## src/rtl/float_to_fixed_seq.sv

```systemverilog
// float_to_fixed_seq: sequential inverse of the fixed-to-float normaliser.
// It accepts a normalised mantissa F and a shift count P. It then shifts F
// right one bit per clock to restore D = F >> P, and holds D until it is
// consumed.
// Optional feature macro: FMT_CHECK_EN. When it is defined, the block adds
// the out_err port and the malformed-input checks.
module float_to_fixed_seq #(
    parameter int W  = 4,
    parameter int EW = 2
) (
    input  logic          clk,
    input  logic          rst,
    input  logic          in_valid,
    output logic          in_ready,
    input  logic [W-1:0]  in_f,
    input  logic [EW-1:0] in_p,
    output logic          out_valid,
    input  logic          out_ready,
    output logic [W-1:0]  out_d
`ifdef FMT_CHECK_EN
    ,output logic         out_err
`endif
);

    localparam int CW = (W > 1) ? $clog2(W) : 1;
    localparam logic [CW-1:0] CNT_MAX = CW'(W - 1);

    typedef enum logic [1:0] {
        S_IDLE  = 2'd0,
        S_SHIFT = 2'd1,
        S_DONE  = 2'd2
    } state_t;

    state_t        r_state;
    state_t        w_next;
    logic [W-1:0]  r_sh;
    logic [CW-1:0] r_cnt;
    logic [W-1:0]  r_d;
    logic [CW-1:0] w_cnt_ld;
    logic          w_accept;

    // A shift count above W-1 would shift out every bit, so it is clamped.
    // A zero mantissa needs no shifting, so its count is forced to zero.
    // That gives a zero mantissa one clock of latency whatever P is.
    assign w_cnt_ld = ({{(32-EW){1'b0}}, in_p} > 32'(W - 1)) ? CNT_MAX : CW'(in_p);
    assign w_accept = in_valid && (r_state == S_IDLE);

    assign in_ready  = (r_state == S_IDLE);
    assign out_valid = (r_state == S_DONE);
    assign out_d     = r_d;

    // State register; reset aborts any operation in flight.
    always_ff @(posedge clk or posedge rst) begin
        if (rst) begin
            r_state <= S_IDLE;
        end else begin
            r_state <= w_next;
        end
    end

    // Next state: SHIFT always spends one clock on a zero count before DONE.
    always_comb begin
        w_next = r_state;
        case (r_state)
            S_IDLE:  if (in_valid)       w_next = S_SHIFT;
            S_SHIFT: if (r_cnt == '0)    w_next = S_DONE;
            S_DONE:  if (out_ready)      w_next = S_IDLE;
            default:                     w_next = S_IDLE;
        endcase
    end

    // Datapath: load on accept, shift while the count is nonzero.
    // The result register is loaded only on DONE entry, so out_d stays stable
    // while the shift is running.
    always_ff @(posedge clk or posedge rst) begin
        if (rst) begin
            r_sh  <= '0;
            r_cnt <= '0;
            r_d   <= '0;
        end else begin
            if (w_accept) begin
                r_sh  <= in_f;
                r_cnt <= (in_f == '0) ? '0 : w_cnt_ld;
            end else if (r_state == S_SHIFT) begin
                if (r_cnt != '0) begin
                    r_sh  <= r_sh >> 1;
                    r_cnt <= r_cnt - CW'(1);
                end else begin
                    r_d <= r_sh;
                end
            end
        end
    end

`ifdef FMT_CHECK_EN
    logic r_err_acc;
    logic r_err;

    assign out_err = r_err;

    // Error tracking: flag an unnormalised mantissa at accept, or any set bit
    // lost off the bottom while shifting. The flag is published on DONE entry.
    always_ff @(posedge clk or posedge rst) begin
        if (rst) begin
            r_err_acc <= 1'b0;
            r_err     <= 1'b0;
        end else begin
            if (w_accept) begin
                r_err_acc <= (in_f != '0) && !in_f[W-1];
            end else if (r_state == S_SHIFT) begin
                if (r_cnt != '0) begin
                    r_err_acc <= r_err_acc | r_sh[0];
                end else begin
                    r_err <= r_err_acc;
                end
            end
        end
    end
`endif

endmodule

```

## config.mk

```make
export PLATFORM = sky130hd
export DESIGN_NAME = float_to_fixed_seq
export DESIGN_NICKNAME = d
export VERILOG_FILES = /design/src/rtl/float_to_fixed_seq.sv
export SDC_FILE = /design/constraint.sdc
export NUM_CORES = 1
export LEC_CHECK = 0
export BUFFER_PORTS_ARGS = -buffer_cell sky130_fd_sc_hd__buf_4
export CAP_MARGIN = 20
export CORE_MARGIN = 4
export CORE_UTILIZATION = 39
export CTS_CLUSTER_DIAMETER = 50
export DETAILED_ROUTE_END_ITERATION = 12
export HOLD_SLACK_MARGIN = 0.05
export SLEW_MARGIN = 10
export SYNTH_ARGS = -nofsm -noshare
export SYNTH_HDL_FRONTEND = slang
export SYNTH_SLANG_ARGS = --single-unit
```

## constraint.sdc

```tcl
create_clock -name clk -period 3.3 [get_ports clk]
set_input_delay 0.99 -clock clk [delete_from_list [all_inputs] [get_ports clk]]
set_output_delay 0.99 -clock clk [all_outputs]
set_load 0.01 [all_outputs]
```

==> Yosys cells after proc, flatten, opt, wreduce, memory -nomap -nowiden <==
Cells that the tools add are included.
{ "totals": {"regBits": 12, "input_bits": 10, "output_inout_bits": 6, "elab_cells": 33} }
{ "op_classes": {"add_sub_neg": 1, "eq_ne": 5, "muxes": 11, "n_bitwise": 2, "reduce_logical": 10} }
{ "op_table": {"columns": ["op", "n"], "rows": [
  ["$mux W2", 7],
  ["$mux W4", 3],
  ["$pmux W2 S3", 1],
  ["$reduce_and A3 Y1", 2],
  ["$reduce_bool A2 Y1", 3],
  ["$logic_not A2 Y1", 2],
  ["$logic_not A4 Y1", 1],
  ["$ne A2 B2 Y1 const B", 2],
  ["$eq A2 B1 Y1 const B", 1],
  ["$eq A2 B2 Y1 const B", 1],
  ["$ne A2 B1 Y1 const B", 1],
  ["$not A1 Y1", 2],
  ["$reduce_and A2 Y1", 1],
  ["$sub A2 B1 Y2 const B", 1],
  ["$logic_and A1 B1 Y1", 1]
]} }

==> Logic depth before layout (Yosys ltp) <==
{ "depth": {"word_depth": 4, "depth_mapped": 5, "mapped_depth_nobuf": 5} }

==> Worst setup path after synthesis <==
Ideal clock, no wire load.
{ "synth_path": {"path_kind": "input port to flip-flop", "from": "in in_f[2]", "to": "reg r_cnt[1]", "setup_ps": 134, "t_arrival_ps": 1685, "required_time_ps": 3166, "path_slack_ps": 1481, "stages": 3, "path_buffers": 0, "cell_sequence": "or4_4 nand2_1 o221ai_2"} }
{ "synth_between": {"elab_chain_len": 3} }
{ "synth_rtl": {"columns": ["element", "line", "rtl"], "rows": [
  ["start, declared", "15", "input logic [W-1:0] in_f,"],
  ["$logic_not A4 Y1", "83", "r_cnt <= (in_f == '0) ? '0 : w_cnt_ld;"],
  ["$mux W2", "83", null],
  ["$mux W2", "81", "if (w_accept) begin"],
  ["end signal, assigned", "83", null],
  ["end signal, assigned", "87", "r_cnt <= r_cnt - CW'(1);"],
  ["end, declared", "37", "logic [CW-1:0] r_cnt;"]
]} }
No other way between the ends.
A chain may end at the register's enable or synchronous reset.

==> Worst setup path after layout <==
{ "layout_path": {"from": "reg r_state[1]", "to": "out out_valid"} }
{ "layout_between": {"elab_chain_len": 1} }
{ "layout_rtl": {"columns": ["element", "line", "rtl"], "rows": [
  ["start, declared", "34", "state_t r_state;"],
  ["start signal, assigned", "57", "r_state <= w_next;"],
  ["$eq A2 B2 Y1", "49", "assign out_valid = (r_state == S_DONE);"],
  ["end, declared", "17", "output logic out_valid,"]
]} }
No other way between the ends.

==> key figures <==
Status
  – Outcome: complete, no violations

Place
  – Routability cong.: 0.773
  – HPWL after DPL: 957 µm
  – IO Port Bufs: 15
  – Dpl ws: 1330 ps
  – Inst Count DP: 85

Critical path
  – CP Class: flop to output port
  – Worst R2R Start: r_cnt[0]$_DFFE_PP0P_
  – Critical R2R Capture: out_d[1]$_DFFE_PP0P_
  – Setup slack, reg-to-reg: 1800 ps
  – WP data required: 2310 ps
  – Crit path max fanout: 12
  – Crit. End Element: output port
  – R2R depth: 4
  – CP Launch Type: flop
  – Crit path arrival time: 1170 ps

Clock network
  – Postcts setup bufs: 0
  – Sink Count: 12
  – CTS tree: done
  – Reg clk slew, reported paths: 70 ps
  – Num CTS Buffers: 3
  – # hold bufs at CTS: 0
  – CTS max path bufs: 2
  – CTS root buf: clkbuf_4
  – Post-cts repair resize count: 0
  – Later-pin clock latency in the skew report: 270 ps
  – CTS HTree Levels: 1

Timing
  – Max Clock Skew: 5.66 ps
  – Unrepaired setup endpoints after global routing: false
  – Setup TNS: 0 ps
  – Finish-stage setup viols: 0
  – Max Slew Vio Count: 0
  – Hold Fails Final Rpt: 0
  – Max Freq: 0.462 GHz
  – Post-layout minimum cycle time: 2160 ps
  – Final critical-path share of the clock period: 65.6%
  – Worst rel slew slack: 69.4%
  – Fin worst setup slack: 1140 ps
  – Worst-margin pin slew: 459 ps

Logic synthesis
  – Flops & latches, synth: 12
  – Synthesized Nets: 67
  – Area leader, netlist: dfrtp_1
  – Netlist cell types: 22
  – Ys async rst share: 100%
  – Post-synth top area share: 48.1%
  – Mapped Cells: 56
  – Mapped Area: 624 µm²
  – Mapped Avg Cell Area: 11.1 µm²
  – Synth top area cells: dfrtp_1 (48%), mux2_2 (5.4%), o22a_1 (4.2%), buf_6 (3.6%), inv_1 (3.6%)
  – Number of flops mapped to enable cells by yosys: 0
  – Post-synthesis sequential area ratio: 48.1%
  – Most frequent cell after synthesis: dfrtp_1
  – Top_reg_cell synth: dfrtp_1
  – Commonest cells in the netlist: dfrtp_1 (12), inv_1 (6), a21oi_1 (4), o21ai_0 (4)
  – YS warnings: 0

Detailed routing
  – WL final: 1.21 mm
  – Vias per inst: 5.10
  – Wire per inst: 13.6 µm
  – Post-DRT Antenna Nets: 0
  – Initial drt markers: 4
  – Residual DRC: 0
  – Drt pass-1 iters: 2
  – Routed via count: 454

Global route
  – Total Routing Usage GR: 12.9%
  – GRT overflow: 0
  – Largest net degree at the start of global routing: 13
  – Global-route wire length before repair: 2.01 mm
  – Vias in the first global route: 451
  – Initial antenna violation count: 0

Die
  – Die area: 2300 µm²
  – Core ar.: 1510 µm²
  – Die Height: 48.0 µm
  – Rows: 14
  – Initial core utilization: 41.4%
  – # IOs: 16
  – Die width: 48.0 µm

Worst hold path
  – WHS Path Cells: 2
  – Hold Path End: out_d[3]$_DFFE_PP0P_
  – Worst hold path type: flop to flop
  – Hold Crit Start: out_d[3]$_DFFE_PP0P_

Final layout
  – Area grow syn2layout: 23.4%
  – Diodes inserted: 0
  – Share of layout cells above drive strength 1: 39.7%
  – Nets: 85
  – Non-Filler Instances: 89

Power
  – Worst ir drop on vdd: 0.500 mV
  – LEAKAGE: 0.357 nW
  – PwrDens: 1010 nW/µm²
  – Power, Total: 781 µW

Run
  – Maximum capacitance violations: 0
## worst max-delay path by stage
stage | cells past startpoint | slack [ps] | endpoint | startpoint
3_3_place_gp | 4 | 1340 | r_cnt[1]$_DFFE_PP0P_ | in_f[2]
6_report | 3 | 1140 | out_valid | r_state[1]$_DFFE_PP0P_
5_1_grt | 4 | 1050 | out_valid | r_state[0]$_DFFE_PP0P_
2_1_floorplan | 3 | 1480 | r_cnt[1]$_DFFE_PP0P_ | in_f[2]
4_1_cts | 3 | 1140 | out_valid | r_state[1]$_DFFE_PP0P_
3_5_place_dp | 4 | 1330 | r_cnt[1]$_DFFE_PP0P_ | in_f[2]
## critical path: stages (launching register included)
cell     delay (ps)
dfrtp_1         600
nand2_1         110
inv_1            80
buf_4           110
## cell families (layout without fill, tap and decap cells)
kind of cell / count (synthesis) / count (layout) / share of synthesized area [%]
fa+ha+maj: 1 / 1 / 2.00
compound gates: 16 / 16 / 18.8
buf+inv: 8 / 25 / 7.21
flops: 12 / 12 / 48.1
simple gates: 14 / 14 / 15.4
mux: 4 / 4 / 7.01
xor+xnor: 1 / 1 / 1.40
## where the power goes
part	internal (mW)	switching (mW)	leakage (nW)
logic	0.202	0.169	0.192
clock network	0.0670	0.0500	0.0210
registers	0.223	0.0691	0.144
total	0.492	0.289	0.357
## final cells by class
| type | instances | area, µm² |
|---|---|---|
| tap | 16 | 20.0 |
| clock buffer | 4 | 36.3 |
| fill | 145 | 736 |
| inverter | 6 | 22.5 |
| sequential | 12 | 300 |
| timing repair buffer | 15 | 113 |
| multi-input combinational | 36 | 279 |
## state kept, by name, indices dropped and copies added, names as in the netlist
| register | flops |
|---|---|
| r_sh | 4 |
| out_d | 4 |
| r_state | 2 |
| r_cnt | 2 |
## per-stage QoR
| step | hold slack, ps | area (µm²) | utilization, % |
|---|---|---|---|
| after floorplan | 456 | 624 | - |
| after global placement | 471 | 734 | 48.8 |
| after detailed placement | 474 | 734 | 48.8 |
| after CTS | 492 | 771 | 51.2 |
| after global routing | 535 | 771 | 51.2 |
| final | 484 | 771 | 51.2 |
## metal layers
| metal | track usage (%) | wire length (µm) |
|---|---|---|
| met2 | 20.3 | 606 |
| met1 | 17.0 | 551 |
| met4 | 4.84 | 0 |
| met3 | 3.38 | 55 |
| met5 | 0 | 0 |
## layout by cell type (no fill, tap or decap), drive strengths merged
cell type,Yosys,routed
mux2,3,3
o221ai,1,1
nor3b,1,1
o21ai,4,4
buf,2,15
o2bb2ai,1,1
clkbuf,0,4
nand2,3,3
ha,1,1
nand2b,2,2
o22a,4,4
nor3,1,1
a21oi,6,6
inv,6,6
nor2,3,3
dfrtp,12,12
or3b,1,1
xnor2,1,1
nand3b,2,2
or4,1,1
mux2i,1,1
No activity file was read; power rests on OpenSTA's default activity.
